`config.mk`:
```
export PLATFORM = sky130hd
export DESIGN_NAME = torect_seq
export DESIGN_NICKNAME = d
export VERILOG_FILES = /design/src/rtl/torect_seq.sv
export SDC_FILE = /design/constraint.sdc
export NUM_CORES = 1
export LEC_CHECK = 0
export CAP_MARGIN = 20
export CORE_UTILIZATION = 35
export DETAILED_ROUTE_END_ITERATION = 8
export PLACE_DENSITY_LB_ADDON = 0.25
export REMOVE_ABC_BUFFERS = 1
export SLEW_MARGIN = 30
export SYNTH_ARGS = -nofsm -noshare
export SYNTH_HDL_FRONTEND = slang
export SYNTH_SLANG_ARGS = --single-unit
```
`constraint.sdc`:
```
create_clock -name i_clk -period 6.5 [get_ports i_clk]
set_input_delay 1.95 -clock i_clk [delete_from_list [all_inputs] [get_ports i_clk]]
set_output_delay 1.95 -clock i_clk [all_outputs]
set_load 0.02 [all_outputs]
```
`src/rtl/torect_seq.sv`:
```
// torect_seq: iterative CORDIC polar-to-rectangular converter.
//
// Converts an unsigned magnitude and a 16-bit binary phase into signed X/Y
// components, x ~= (mag/2)*cos(phase), y ~= (mag/2)*sin(phase). One CORDIC
// micro-rotation is applied per clock. The datapath is one shared x/y adder
// pair, one angle adder and a small arctangent ROM.
//
// Ports:
//   i_clk, i_reset    clock, synchronous active-high reset
//   i_valid, o_ready  request handshake; o_ready is high only in IDLE
//   i_mag             unsigned magnitude
//   i_phase           binary phase, 2^16 = one full turn
//   i_aux             tag carried with the sample
//   o_valid           one-cycle result strobe
//   o_x, o_y          signed results, held until the next result
//   o_aux             tag of the sample that produced o_x/o_y
module torect_seq #(
  parameter int ITER = 16,
  parameter int AW   = 1
) (
  input  logic               i_clk,
  input  logic               i_reset,
  input  logic               i_valid,
  output logic               o_ready,
  input  logic [15:0]        i_mag,
  input  logic [15:0]        i_phase,
  input  logic [AW-1:0]      i_aux,
  output logic               o_valid,
  output logic signed [15:0] o_x,
  output logic signed [15:0] o_y,
  output logic [AW-1:0]      o_aux
);

  localparam int XW = 21;  // x/y: signed, 4 fraction bits
  // The quadrant residual spans [0, 2^20) on the 2^22-per-turn scale, so one
  // extra bit keeps its sign bit clear until the first rotation.
  localparam int ZW = 21;
  localparam int CW = $clog2(ITER);
  localparam logic [CW-1:0] LAST = CW'(ITER - 1);

  // round(atan(2^-i) * 2^22 / (2*pi))
  localparam logic [19:0] ATAN [16] = '{
    20'd524288, 20'd309505, 20'd163534, 20'd83012,
    20'd41667,  20'd20854,  20'd10430,  20'd5215,
    20'd2608,   20'd1304,   20'd652,    20'd326,
    20'd163,    20'd81,     20'd41,     20'd20
  };

  typedef enum logic [1:0] {S_IDLE, S_GAIN, S_ROT, S_OUT} state_t;

  state_t                state_q, state_d;
  logic [15:0]           mag_q, mag_d;
  logic [15:0]           phase_q, phase_d;
  logic [AW-1:0]         aux_q, aux_d;
  logic signed [XW-1:0]  x_q, x_d, y_q, y_d;
  logic signed [ZW-1:0]  z_q, z_d;
  logic [CW-1:0]         cnt_q, cnt_d;
  logic signed [15:0]    ox_q, ox_d, oy_q, oy_d;
  logic [AW-1:0]         oaux_q, oaux_d;

  // Round half-up at the 4-bit fraction, then clamp to 16-bit signed.
  function automatic logic signed [15:0] sat_rnd(input logic signed [XW-1:0] v);
    logic signed [XW:0] t;
    t = (XW+1)'(v) + (XW+1)'(8);
    t = t >>> 4;
    if (t > (XW+1)'(32767))
      sat_rnd = 16'sh7FFF;
    else if (t < -(XW+1)'(32768))
      sat_rnd = 16'sh8000;
    else
      sat_rnd = t[15:0];
  endfunction

  // Gain pre-scale: 19898/65536 ~= 0.5/K, so the CORDIC growth K lands the
  // result at mag/2. m <= 19897 fits comfortably in the x/y integer part.
  logic [15:0]          m;
  logic signed [XW-1:0] mx;
  logic signed [XW-1:0] x_init, y_init;
  logic signed [ZW-1:0] z_init;

  assign m      = 16'(({16'd0, mag_q} * 32'd19898) >> 16);
  assign mx     = {1'b0, m, 4'b0000};
  assign z_init = {1'b0, phase_q[13:0], 6'b000000};

  // Quadrant pre-rotation leaves a residual angle in [0, 90 deg).
  always_comb begin
    x_init = '0;
    y_init = '0;
    case (phase_q[15:14])
      2'b00:   x_init = mx;
      2'b01:   y_init = mx;
      2'b10:   x_init = -mx;
      default: y_init = -mx;
    endcase
  end

  // Shared micro-rotation datapath.
  logic signed [XW-1:0] xs, ys, x_rot, y_rot;
  logic signed [ZW-1:0] a_ext, z_rot;
  logic                 dir;

  assign xs    = x_q >>> cnt_q;
  assign ys    = y_q >>> cnt_q;
  assign a_ext = {1'b0, ATAN[cnt_q]};
  assign dir   = ~z_q[ZW-1];  // rotate counter-clockwise while z >= 0
  assign x_rot = dir ? (x_q - ys) : (x_q + ys);
  assign y_rot = dir ? (y_q + xs) : (y_q - xs);
  assign z_rot = dir ? (z_q - a_ext) : (z_q + a_ext);

  always_comb begin
    state_d = state_q;
    mag_d   = mag_q;
    phase_d = phase_q;
    aux_d   = aux_q;
    x_d     = x_q;
    y_d     = y_q;
    z_d     = z_q;
    cnt_d   = cnt_q;
    ox_d    = ox_q;
    oy_d    = oy_q;
    oaux_d  = oaux_q;
    case (state_q)
      S_IDLE: begin
        if (i_valid) begin
          mag_d   = i_mag;
          phase_d = i_phase;
          aux_d   = i_aux;
          state_d = S_GAIN;
        end
      end
      S_GAIN: begin
        x_d     = x_init;
        y_d     = y_init;
        z_d     = z_init;
        cnt_d   = '0;
        state_d = S_ROT;
      end
      S_ROT: begin
        x_d   = x_rot;
        y_d   = y_rot;
        z_d   = z_rot;
        cnt_d = cnt_q + CW'(1);
        // Results are registered off the final rotation so they are already
        // stable while o_valid is high in OUT.
        if (cnt_q == LAST) begin
          ox_d    = sat_rnd(x_rot);
          oy_d    = sat_rnd(y_rot);
          oaux_d  = aux_q;
          state_d = S_OUT;
        end
      end
      S_OUT:   state_d = S_IDLE;
      default: state_d = S_IDLE;
    endcase
  end

  always_ff @(posedge i_clk) begin
    if (i_reset) begin
      state_q <= S_IDLE;
      mag_q   <= '0;
      phase_q <= '0;
      aux_q   <= '0;
      x_q     <= '0;
      y_q     <= '0;
      z_q     <= '0;
      cnt_q   <= '0;
      ox_q    <= '0;
      oy_q    <= '0;
      oaux_q  <= '0;
    end else begin
      state_q <= state_d;
      mag_q   <= mag_d;
      phase_q <= phase_d;
      aux_q   <= aux_d;
      x_q     <= x_d;
      y_q     <= y_d;
      z_q     <= z_d;
      cnt_q   <= cnt_d;
      ox_q    <= ox_d;
      oy_q    <= oy_d;
      oaux_q  <= oaux_d;
    end
  end

  assign o_ready = (state_q == S_IDLE);
  assign o_valid = (state_q == S_OUT);
  assign o_x     = ox_q;
  assign o_y     = oy_q;
  assign o_aux   = oaux_q;

endmodule

```
* Word level (Yosys, flattened, before mapping)
Memories as Yosys holds them, arrays and structs flattened. Index checks and enable logic that the tools add are counted.
Word-level totals: flip-flop bits (word level) 135, latch bits 0, bits in writable memories 0, ROM bits 320, bits of input ports 36, word-level logic and storage cells 64, memories 1
Cells by class: $add $sub $neg 10, $mul 1, divide/modulo/power cells 0, $lt $le $gt $ge 5, equality and inequality tests 8, shift operators 2, muxes and demuxes 18, bitwise logic cells 1, reduce and logical (&&, ||, !) cells 7
Memories:
- (no name shown) | words 16, bits a word 20, read ports 1, clocked after Yosys merged registers in 0, wr ports 0, line 104 | assign a_ext = {1'b0, ATAN[cnt_q]};
Operators with widths (number):
- $pmux 21 s2 | 5
- $mux 16 | 4
- $add 21x21->21 | 3
- $mux 21 | 3
- $sub 21x21->21 | 3
- $add 21x5->22 const B | 2
- $sshr 21x4->21 | 2
- $mux 20 | 2
- $gt 18x16->1 const B | 2
- $lt 18x16->1 const B | 2
- $mul 16x14->30 const B | 1
- $neg 19->21 | 1
- $pmux 2 s4 | 1
- $pmux 4 s2 | 1
- $eq 2x2->1 const B | 3
- $reduce_and 2->1 | 3
- $ge 5x5->1 const B | 1
- $not 4->5 | 1
- $add 4x1->4 const B | 1
- $eq 2x1->1 const B | 2
- $eq 4x4->1 const B | 1
- $logic_not 2->1 | 2
- $mux 2 | 2
- $ne 2x2->1 const B | 2
- 2 further kinds | 2

* Logic depth before layout (Yosys ltp)
Gate-level depths: netlist of the first run.
depth in word-level cells 7, gate-level depth with buffers 30, gate-level depth less buffers 28

* Worst setup path before layout of the first run
Ideal clock, no wire load.
path kind reg-to-reg, from register mag_q[12], to register y_q[18], setup time 91 ps, arrival time 6505 ps, setup slack -96 ps, stages on the path, launching flop included 24, buffers on the path 0, period minus slack after synthesis 6596 ps, path through dfxtp_1 -> inv_1 -> fa_1 -> inv_1 -> ha_1 -> inv_1 -> fa_1 -> inv_1 -> fa_1 -> fa_1 -> inv_1 -> fa_1 -> inv_1 -> ha_1 -> a21oi_1 -> o21ai_0 -> a221o_1 -> and2_1 -> o2111a_1 -> a2111oi_0 -> o21ai_0 -> o41ai_1 -> nand3_1 -> a311oi_1
On the way: longest elaborated chain between the ends 4
Ends and longest elaborated chain:
- start: declaration | line 52 | logic [15:0] mag_q, mag_d;
- start signal: assignment | line 172 | mag_q <= mag_d;
- $mul 16x14->30 (*) | line 81 | assign m = 16'(({16'd0, mag_q} * 32'd19898) >> 16);
- $neg 19->21 | line 93 | default: y_init = -mx;
- $pmux 21 s2 (*) | line 89 | case (phase_q[15:14])
- $pmux 21 s2 (*) | line 122 | case (state_q)
- end signal: assignment | line 176 | y_q <= y_d;
- end: declaration | line 55 | logic signed [XW-1:0] x_q, x_d, y_q, y_d;
Every way passes the cells marked *; elsewhere a longest branch is shown, timed or not. A chain may end at the register's enable or synchronous reset.

* Final worst setup path of the first run
from register mag_q[8], to register y_q[15]
Same word-level chain as after synthesis.

==> results.yml, run 1 <==
outcome:
  outcome: "finished clean"
final_layout:
  design_area_um2: 21600
  finalNonFillerCells: 3046
  areaGrowthSynthToFinish_pct: 19.0
  nFillCells: 5099
  drive_gt1_share_pct: 17.4
  insertedDiodeCount: 0
  final_nets: 2670
critical_path:
  required_ns: 6.91
  cp_data_arrival_time_ns: 6.70
  cp_max_fo: 5
  startpoint: "mag_q[8]"
  crit_type: "reg2reg"
  crit_path_end_kind: "flip-flop"
  r2r-start: "mag_q[8]"
  critPathLaunchType: "flip-flop"
sta:
  relSlewSlack_pct: 34.3
  maxSlewViolCount: 0
  fin_hold_ws_ns: 0.456
  grt_setup_unrepaired: "true"
  finalHoldViolations: 0
  fin_crit_sh_pct: 96.9
  finClkSkew_ns: 0.0115
  min_period_ns: 6.30
  timing.fmax_mhz: 159
  finalSetupViolCount: 0
  worstMarginPinSlew_ns: 0.982
  layout_setup_ws_ns: 0.204
clock_network:
  root_buffer: "clkbuf_16"
  clk_latency_ns: 0.50
  clk_pin_slew_ns: 0.07
  numCtsBuffers: 17
  clockBufferDepth: 2
  cts_tree: "yes"
  numClockSinks: 135
  htree_levels: 4
  holdBufCountCts: 0
place:
  place_ws_ns: -0.206
  hpwl_um: 42800
  dp_cells: 3005
  placed_area_um2: 20400
  gp_congestion: 0.965
  io_buffer_count: 70
yosys:
  syn_avg_cell_area_um2: 8.17
  synth_enable_flop_cells: 0
  syn_inst: 2220
  ys.flop_type: "dfxtp_1"
  ys_types: 90
  mappedNetlistArea_um2: 18100
  synthArstFlopShare_pct: 0
  synth-seq-cells: 135
  seq_area_frac_synth_pct: 14.9
  yosys_warnings: 0
die:
  die_w_um: 230
  start_util_pct: 35.4
  io_pins: 71
  core-area_um2: 51300
  rows: 83
  dieHeight_um: 230
  die_area_um2: 52700
global_routing:
  grt_pass1_vias: 16300
  grt_overflow_total: 0
  grt_usage_pct: 20.9
  grt_pass1_wl_um: 87400
  grt_max_degree: 85
  antenna_found_initial: 0
route:
  wirelength_um: 55000
  drc_errors: 0
  wl_met1_um: 24100
  dr_wl_met3_um: 3010
  dr.pass1.iters: 8
  routed.top_layer: "met4"
  vias_per_cell: 5.47
  vias: 16600
  wire_per_inst_um: 18.0
  wl_met2_um: 26000
  antenna_left: 0
  dr.first_iter.drc_count: 1217
run:
  drv_cap: 0
hold_path:
  min_from: "phase_q[11]"
  hp-class: "reg2reg"
metrics by stage:
step                      setup TNS, ns  util (%)
after floorplan                  -26.32         -
after global placement           -0.575      39.7
after detailed placement          -1.57      39.7
after CTS                             0      41.0
after global routing             -0.282      42.1
final                                 0      42.1
synthesized netlist by cell type (9+ instances only):
| master | count | area (um2) |
|---|---|---|
| inv_1 | 225 | 845 |
| ha_1 | 189 | 2360 |
| nor2_1 | 187 | 702 |
| nand2_1 | 185 | 694 |
| a21oi_1 | 143 | 716 |
| dfxtp_1 | 135 | 2700 |
| o21ai_0 | 104 | 521 |
| fa_1 | 92 | 1840 |
| clkbuf_1 | 89 | 334 |
| xnor2_1 | 89 | 780 |
| nor3_1 | 56 | 280 |
| xor2_1 | 51 | 447 |
| nand3_1 | 50 | 250 |
| mux2i_1 | 44 | 440 |
| mux4_2 | 43 | 968 |
| a31oi_1 | 42 | 263 |
| mux2_2 | 29 | 327 |
| a211oi_1 | 28 | 210 |
| a21o_1 | 25 | 188 |
| and2_1 | 21 | 131 |
| o21bai_1 | 21 | 158 |
| a221oi_1 | 20 | 175 |
| and3_1 | 19 | 119 |
| nand2b_1 | 19 | 119 |
| nor2b_1 | 19 | 119 |
| o211ai_1 | 18 | 135 |
| a22oi_1 | 17 | 128 |
| or3_1 | 15 | 93.8 |
| nand4_1 | 14 | 87.6 |
| o21a_1 | 14 | 105 |
| o31ai_1 | 14 | 105 |
| or2_2 | 13 | 81.3 |
| a211o_1 | 10 | 87.6 |
| a311oi_2 | 10 | 150 |
| buf_1 | 10 | 37.5 |
| buf_2 | 10 | 50.1 |
| a2111oi_0 | 9 | 78.8 |
| nor4_1 | 9 | 56.3 |
layout make-up:
type | count | area (um2) | area share (%)
multi-input cells | 1736 | 14600 | 67.5
well taps | 680 | 851 | 3.94
clock inverters | 12 | 123 | 0.568
clock buffers | 20 | 437 | 2.02
flip-flops and latches | 135 | 2730 | 12.7
inverters | 229 | 870 | 4.03
repair buffers | 234 | 2000 | 9.28
worst paths after layout:
kind | depth (start not counted) | slack [ns] | endpoint
worst max register to register | 23 | 0.20 | y_q[15]
worst min-delay path | 2 | 0.46 | phase_q[11]
worst max-delay path | 23 | 0.20 | y_q[15]
worst min register to register | 2 | 0.46 | phase_q[11]
layer usage:
| layer | vias to the layer above | global-route usage [%] |
|---|---|---|
| met5 | - | 0 |
| met4 | 0 | 8.06 |
| met3 | 96 | 4.84 |
| met2 | 402 | 34.7 |
| met1 | 7970 | 26.0 |
| li1 | 8179 | - |
state kept, by name, indices dropped and copies added (netlist names):
register	cells
aux_q	1
cnt_q	4
mag_q	16
o_aux	1
o_x	16
o_y	16
phase_q	16
state_q	2
x_q	21
y_q	21
z_q	21
worst max-delay path: stages (launching register included):
cell and delay (ns):
dfxtp_4 0.40, inv_6 0.05, fa_1 0.47, inv_1 0.04, ha_1 0.28, inv_1 0.07
fa_1 0.42, fa_1 0.50, inv_2 0.04, fa_1 0.54, inv_2 0.04, fa_1 0.51
inv_2 0.04, ha_4 0.21, buf_6 0.12, a221o_1 0.36, o2111a_2 0.33, or4_4 0.51
a221oi_4 0.26, o2111ai_2 0.20, mux2i_2 0.25, and3b_1 0.23, o21ai_0 0.10, a211oi_1 0.22
cell families (layout without fill, tap and decap cells):
kind of cell,after synthesis,in the layout,synth area share [%]
and+or+nand+nor,643,643,16.9
AOI/OAI and AO/OA,555,555,20.8
buffers and inverters,349,495,7.82
adders and majority gates,281,281,23.2
xor gates and xnor gates,140,140,6.76
DFF,135,135,14.9
muxes,117,117,9.64
repair_timing:
action | in CTS | in global routing
pin swaps | 11 | 58
resized for setup | 19 | 113
endpoints found under the setup margin | 18 | 56
setup buffers | 1 | 11
layout by cell type (no fill, tap or decap), drive strengths merged, types with 51 or more instances in the layout:
master	count
a21oi	144
nand3	51
o21ai	107
clkdlybuf4s50	69
ha	189
nor2	187
dfxtp	135
buf	165
nor3	57
inv	228
fa	92
xor2	51
nand2	185
xnor2	89
Power of run 1 is not shown: default switching activity piles up to over one toggle a cycle in this logic, so the estimate is an artifact.
==> run 2, diff against run 1 <==
--- a/config.mk
+++ b/config.mk
@@ -10,7 +10,6 @@
 export DETAILED_ROUTE_END_ITERATION = 8
 export PLACE_DENSITY_LB_ADDON = 0.25
 export REMOVE_ABC_BUFFERS = 1
-export SLEW_MARGIN = 30
 export SYNTH_ARGS = -nofsm -noshare
 export SYNTH_HDL_FRONTEND = slang
 export SYNTH_SLANG_ARGS = --single-unit
==> results.yml, run 2 (synthesis results as in run 1) <==
die:
  die_w_um: 230
  die_area_um2: 52700
  rows: 83
  io_pins: 71
  start_util_pct: 35.4
  dieHeight_um: 230
  core-area_um2: 51300
clock_network:
  clk_pin_slew_ns: 0.07
  numClockSinks: 135
  htree_levels: 4
  clk_latency_ns: 0.50
  numCtsBuffers: 17
  cts_tree: "yes"
  holdBufCountCts: 0
  root_buffer: "clkbuf_16"
  clockBufferDepth: 2
sta:
  grt_setup_unrepaired: "true"
  finalSetupViolCount: 0
  worstMarginPinSlew_ns: 1.06
  min_period_ns: 6.36
  fin_crit_sh_pct: 97.8
  fin_setup_tns_ns: 0
  fin_hold_ws_ns: 0.456
  relSlewSlack_pct: 29.3
  finClkSkew_ns: 0.0115
  maxSlewViolCount: 0
  finalHoldViolations: 0
  timing.fmax_mhz: 157
global_routing:
  grt_pass1_wl_um: 87400
  grt_usage_pct: 20.9
  grt_overflow_total: 0
  grt_pass1_vias: 16300
  antenna_found_initial: 1
  grt_max_degree: 85
final_layout:
  final_cell_mix: "inv_1 (210), nor2_1 (184), nand2_1 (184), ha_1 (174), buf_4 (161)"
  mostFrequentLayoutCell: "inv_1"
  areaGrowthSynthToFinish_pct: 19.0
  finalNonFillerCells: 3049
  reg.largest.list: "x_q x21, y_q x21, z_q x21"
  insertedDiodeCount: 0
  drive_gt1_share_pct: 17.3
  final_util_pct: 42.1
  final_nets: 2673
route:
  wirelength_um: 55000
  dr.first_iter.drc_count: 1190
  dr.pass1.iters: 5
  vias: 16600
  wire_per_inst_um: 18.0
  drc_errors: 0
  antenna_left: 0
  vias_per_cell: 5.45
critical_path:
  cp_data_arrival_time_ns: 6.69
  crit_type: "reg2reg"
  required_ns: 6.83
  cp_max_fo: 4
  critPathLaunchType: "flip-flop"
  crit_path_end_kind: "flip-flop"
place:
  dp_cells: 3005
  io_buffer_count: 70
  gp_congestion: 0.965
  hpwl_um: 42800
outcome:
  outcome: "finished clean"
hold_path:
  hp-class: "reg2reg"
run:
  drv_cap: 0
[run 2: changes by cell type in the layout (fill, tap and decap cells not counted), sizes merged]
cell,previous run,this run
buf,165,168
[run 2: layer usage]
metal	track usage, %	vias up	wire, um
li1	-	8189	-
met4	8.06	2	1850
met1	26.0	7937	24400
met2	34.7	379	26000
met5	0	-	9
met3	4.84	101	2720
[run 2: layout make-up]
class	instances	area [um2]
tap	680	851
timing repair buffer	237	2020
multi-input combinational	1736	14500
inverter	229	870
clock buffer	20	437
fill	5101	29700
clock inverter	12	123
sequential	135	2740
[run 2: worst paths after layout]
check,from,endpoint,slack (ns),depth (start not counted)
worst min-delay path,phase_q[11],phase_q[11],0.46,2
worst max-delay path,mag_q[10],y_q[16],0.14,26
worst max register to register,mag_q[10],y_q[16],0.14,26
worst min register to register,phase_q[11],phase_q[11],0.46,2
[run 2: repair_timing]
item / 4_1_cts / 5_1_grt
pin swaps: 11 / 62
setup buffers: 1 / 13
endpoints found under the hold margin: 0 / 0
gates resized for setup: 19 / 113
endpoints found under the setup margin: 18 / 61
[run 2: critical path, stage by stage, from the launching register on]
cell and delay, ns:
dfxtp_2 0.35, inv_4 0.05, buf_4 0.13, fa_1 0.51
inv_2 0.05, ha_4 0.25, inv_1 0.04, fa_1 0.49
inv_2 0.04, fa_2 0.43, fa_1 0.48, inv_1 0.05
fa_1 0.49, inv_2 0.05, ha_4 0.22, a21o_1 0.23
buf_4 0.15, a2111o_1 0.47, nand3_2 0.14, a21oi_4 0.08
or2_4 0.28, buf_4 0.14, o211ai_1 0.27, a211oi_4 0.10
or3_4 0.38, a32oi_1 0.21, a211oi_1 0.10
[run 2: stage by stage]
| step | cell area [um2] | setup slack [ns] |
|---|---|---|
| 2_1_floorplan | 17600 | -1.18 |
| 4_1_cts | 21000 | 0.000180 |
| 5_1_grt | 21600 | -0.0588 |
| 3_3_place_gp | 20400 | -0.127 |
| 6_report | 21600 | 0.142 |
| 3_5_place_dp | 20400 | -0.206 |
Power of run 2 is left out for the same reason.
==> run 3, diff against run 2 <==
--- a/config.mk
+++ b/config.mk
@@ -6,6 +6,8 @@
 export NUM_CORES = 1
 export LEC_CHECK = 0
 export CAP_MARGIN = 20
+export CORE_ASPECT_RATIO = 2
+export CORE_MARGIN = 1.5
 export CORE_UTILIZATION = 35
 export DETAILED_ROUTE_END_ITERATION = 8
 export PLACE_DENSITY_LB_ADDON = 0.25
@@ -13,3 +15,4 @@
 export SYNTH_ARGS = -nofsm -noshare
 export SYNTH_HDL_FRONTEND = slang
 export SYNTH_SLANG_ARGS = --single-unit
+export TNS_END_PERCENT = 20
==> results.yml, run 3 (synthesis results as in run 1) <==
critical_path:
  critPathLaunchType: "flip-flop"
  crit_type: "reg2reg"
  required_ns: 6.87
  reg2reg_depth: 24
  crit_path_end_kind: "flip-flop"
  reg2reg_to: "x_q[15]"
  r2r-start: "mag_q[7]"
  ff2ff_setup_slack_ns: 0.15
  cp_max_fo: 4
  cp_data_arrival_time_ns: 6.71
final_layout:
  reg.largest.list: "x_q x21, y_q x21, z_q x21"
  final_cell_mix: "buf_4 (244), inv_1 (210), nand2_1 (185), nor2_1 (183), ha_1 (174)"
  drive_gt1_share_pct: 20.4
  final_nets: 2765
  areaGrowthSynthToFinish_pct: 22.9
  insertedDiodeCount: 0
  finalNonFillerCells: 3114
  mostFrequentLayoutCell: "buf_4"
route:
  dr.pass1.iters: 5
  wirelength_um: 62100
  antenna_left: 0
  dr.first_iter.drc_count: 816
  vias: 17400
  drc_errors: 0
  wire_per_inst_um: 19.9
  vias_per_cell: 5.59
place:
  dp_cells: 3077
  io_buffer_count: 70
  hpwl_um: 49900
  gp_congestion: 0.973
die:
  die_area_um2: 53300
  io_pins: 71
  start_util_pct: 35.5
  core-area_um2: 51100
  die_w_um: 164
  dieHeight_um: 325
  rows: 117
global_routing:
  antenna_found_initial: 0
  grt_pass1_wl_um: 96300
  grt_usage_pct: 23.6
  grt_overflow_total: 0
  grt_pass1_vias: 18100
  grt_max_degree: 79
sta:
  relSlewSlack_pct: 28.7
  timing.fmax_mhz: 158
  finalHoldViolations: 0
  fin_crit_sh_pct: 97.6
  finalSetupViolCount: 0
  worstMarginPinSlew_ns: 1.07
  min_period_ns: 6.35
  maxSlewViolCount: 0
  finClkSkew_ns: 0.0111
outcome:
  outcome: "finished clean"
clock_network:
  root_buffer: "clkbuf_16"
  clk_latency_ns: 0.46
  htree_levels: 4
  cts_tree: "yes"
  clk_pin_slew_ns: 0.07
  clockBufferDepth: 2
  numClockSinks: 135
  numCtsBuffers: 17
hold_path:
  hold-path-cell-count: 2
  min_delay_worst_endpoint: "o_aux"
  hp-class: "reg2reg"
  min_from: "o_aux"
run:
  drv_cap: 0
## run 3: cell type report
| type | instances | area [um2] |
|---|---|---|
| clock buffers | 22 | 464 |
| clock inverters | 9 | 125 |
| fillers | 5034 | 28800 |
| inverters | 229 | 865 |
| multi-input cells | 1736 | 14500 |
| flip-flops and latches | 135 | 2730 |
| well taps | 654 | 818 |
| repair buffers | 329 | 2770 |
## run 3: metrics by stage
stage / TNS [ns] / hold slack (ns) / setup slack, ns / cell area (um2) / util [%]
2_1_floorplan: -26.32 / 0.426 / -1.18 / 17600 / -
3_3_place_gp: -1.12 / 0.449 / -0.171 / 21100 / 41.3
3_5_place_dp: -3.31 / 0.449 / -0.315 / 21100 / 41.3
4_1_cts: 0 / 0.455 / 0.0106 / 21900 / 42.8
5_1_grt: -0.0462 / 0.475 / -0.0165 / 22300 / 43.6
6_report: 0 / 0.456 / 0.153 / 22300 / 43.6
## run 3: layer usage
layer | track usage (%) | vias up | wire length [um]
li1 | - | 8366 | -
met1 | 22.3 | 8452 | 21000
met2 | 45.3 | 413 | 34400
met3 | 2.41 | 187 | 1730
met4 | 17.6 | 0 | 4940
met5 | 0 | - | 0
## run 3: worst max-delay path: stages (launching register included)
cell	delay (ns)
dfxtp_4	0.38
inv_6	0.05
fa_1	0.56
inv_2	0.05
ha_4	0.26
inv_2	0.03
fa_1	0.46
fa_1	0.53
inv_2	0.04
fa_1	0.49
inv_1	0.05
fa_1	0.49
inv_2	0.05
ha_4	0.21
buf_6	0.11
a221o_1	0.39
o2111a_2	0.31
or4_4	0.50
a221oi_2	0.24
buf_4	0.16
o2111ai_4	0.12
mux2i_2	0.24
and3b_2	0.23
o21ai_2	0.06
a211oi_2	0.23
## run 3: what timing repair did
item / in CTS / in global routing
gates resized for setup: 40 / 87
setup endpoints to repair: 20 / 41
hold buffers: 0 / 0
cloned: 0 / 0
buffers inserted: 2 / 5
pin swaps: 15 / 60
## run 3: worst max-delay path by stage
| stage | start | end | slack (ns) | cells after the start |
|---|---|---|---|---|
| global placement | mag_q[7] | y_q[18] | -0.17 | 24 |
| finish | mag_q[7] | x_q[15] | 0.15 | 24 |
| CTS | mag_q[7] | x_q[15] | 0.01 | 25 |
| floorplan | cnt_q[1] | o_x[10] | -1.18 | 22 |
| detailed placement | mag_q[7] | y_q[18] | -0.32 | 24 |
| global route | mag_q[10] | x_q[15] | -0.02 | 26 |
Power of run 3 is left out for the same reason.
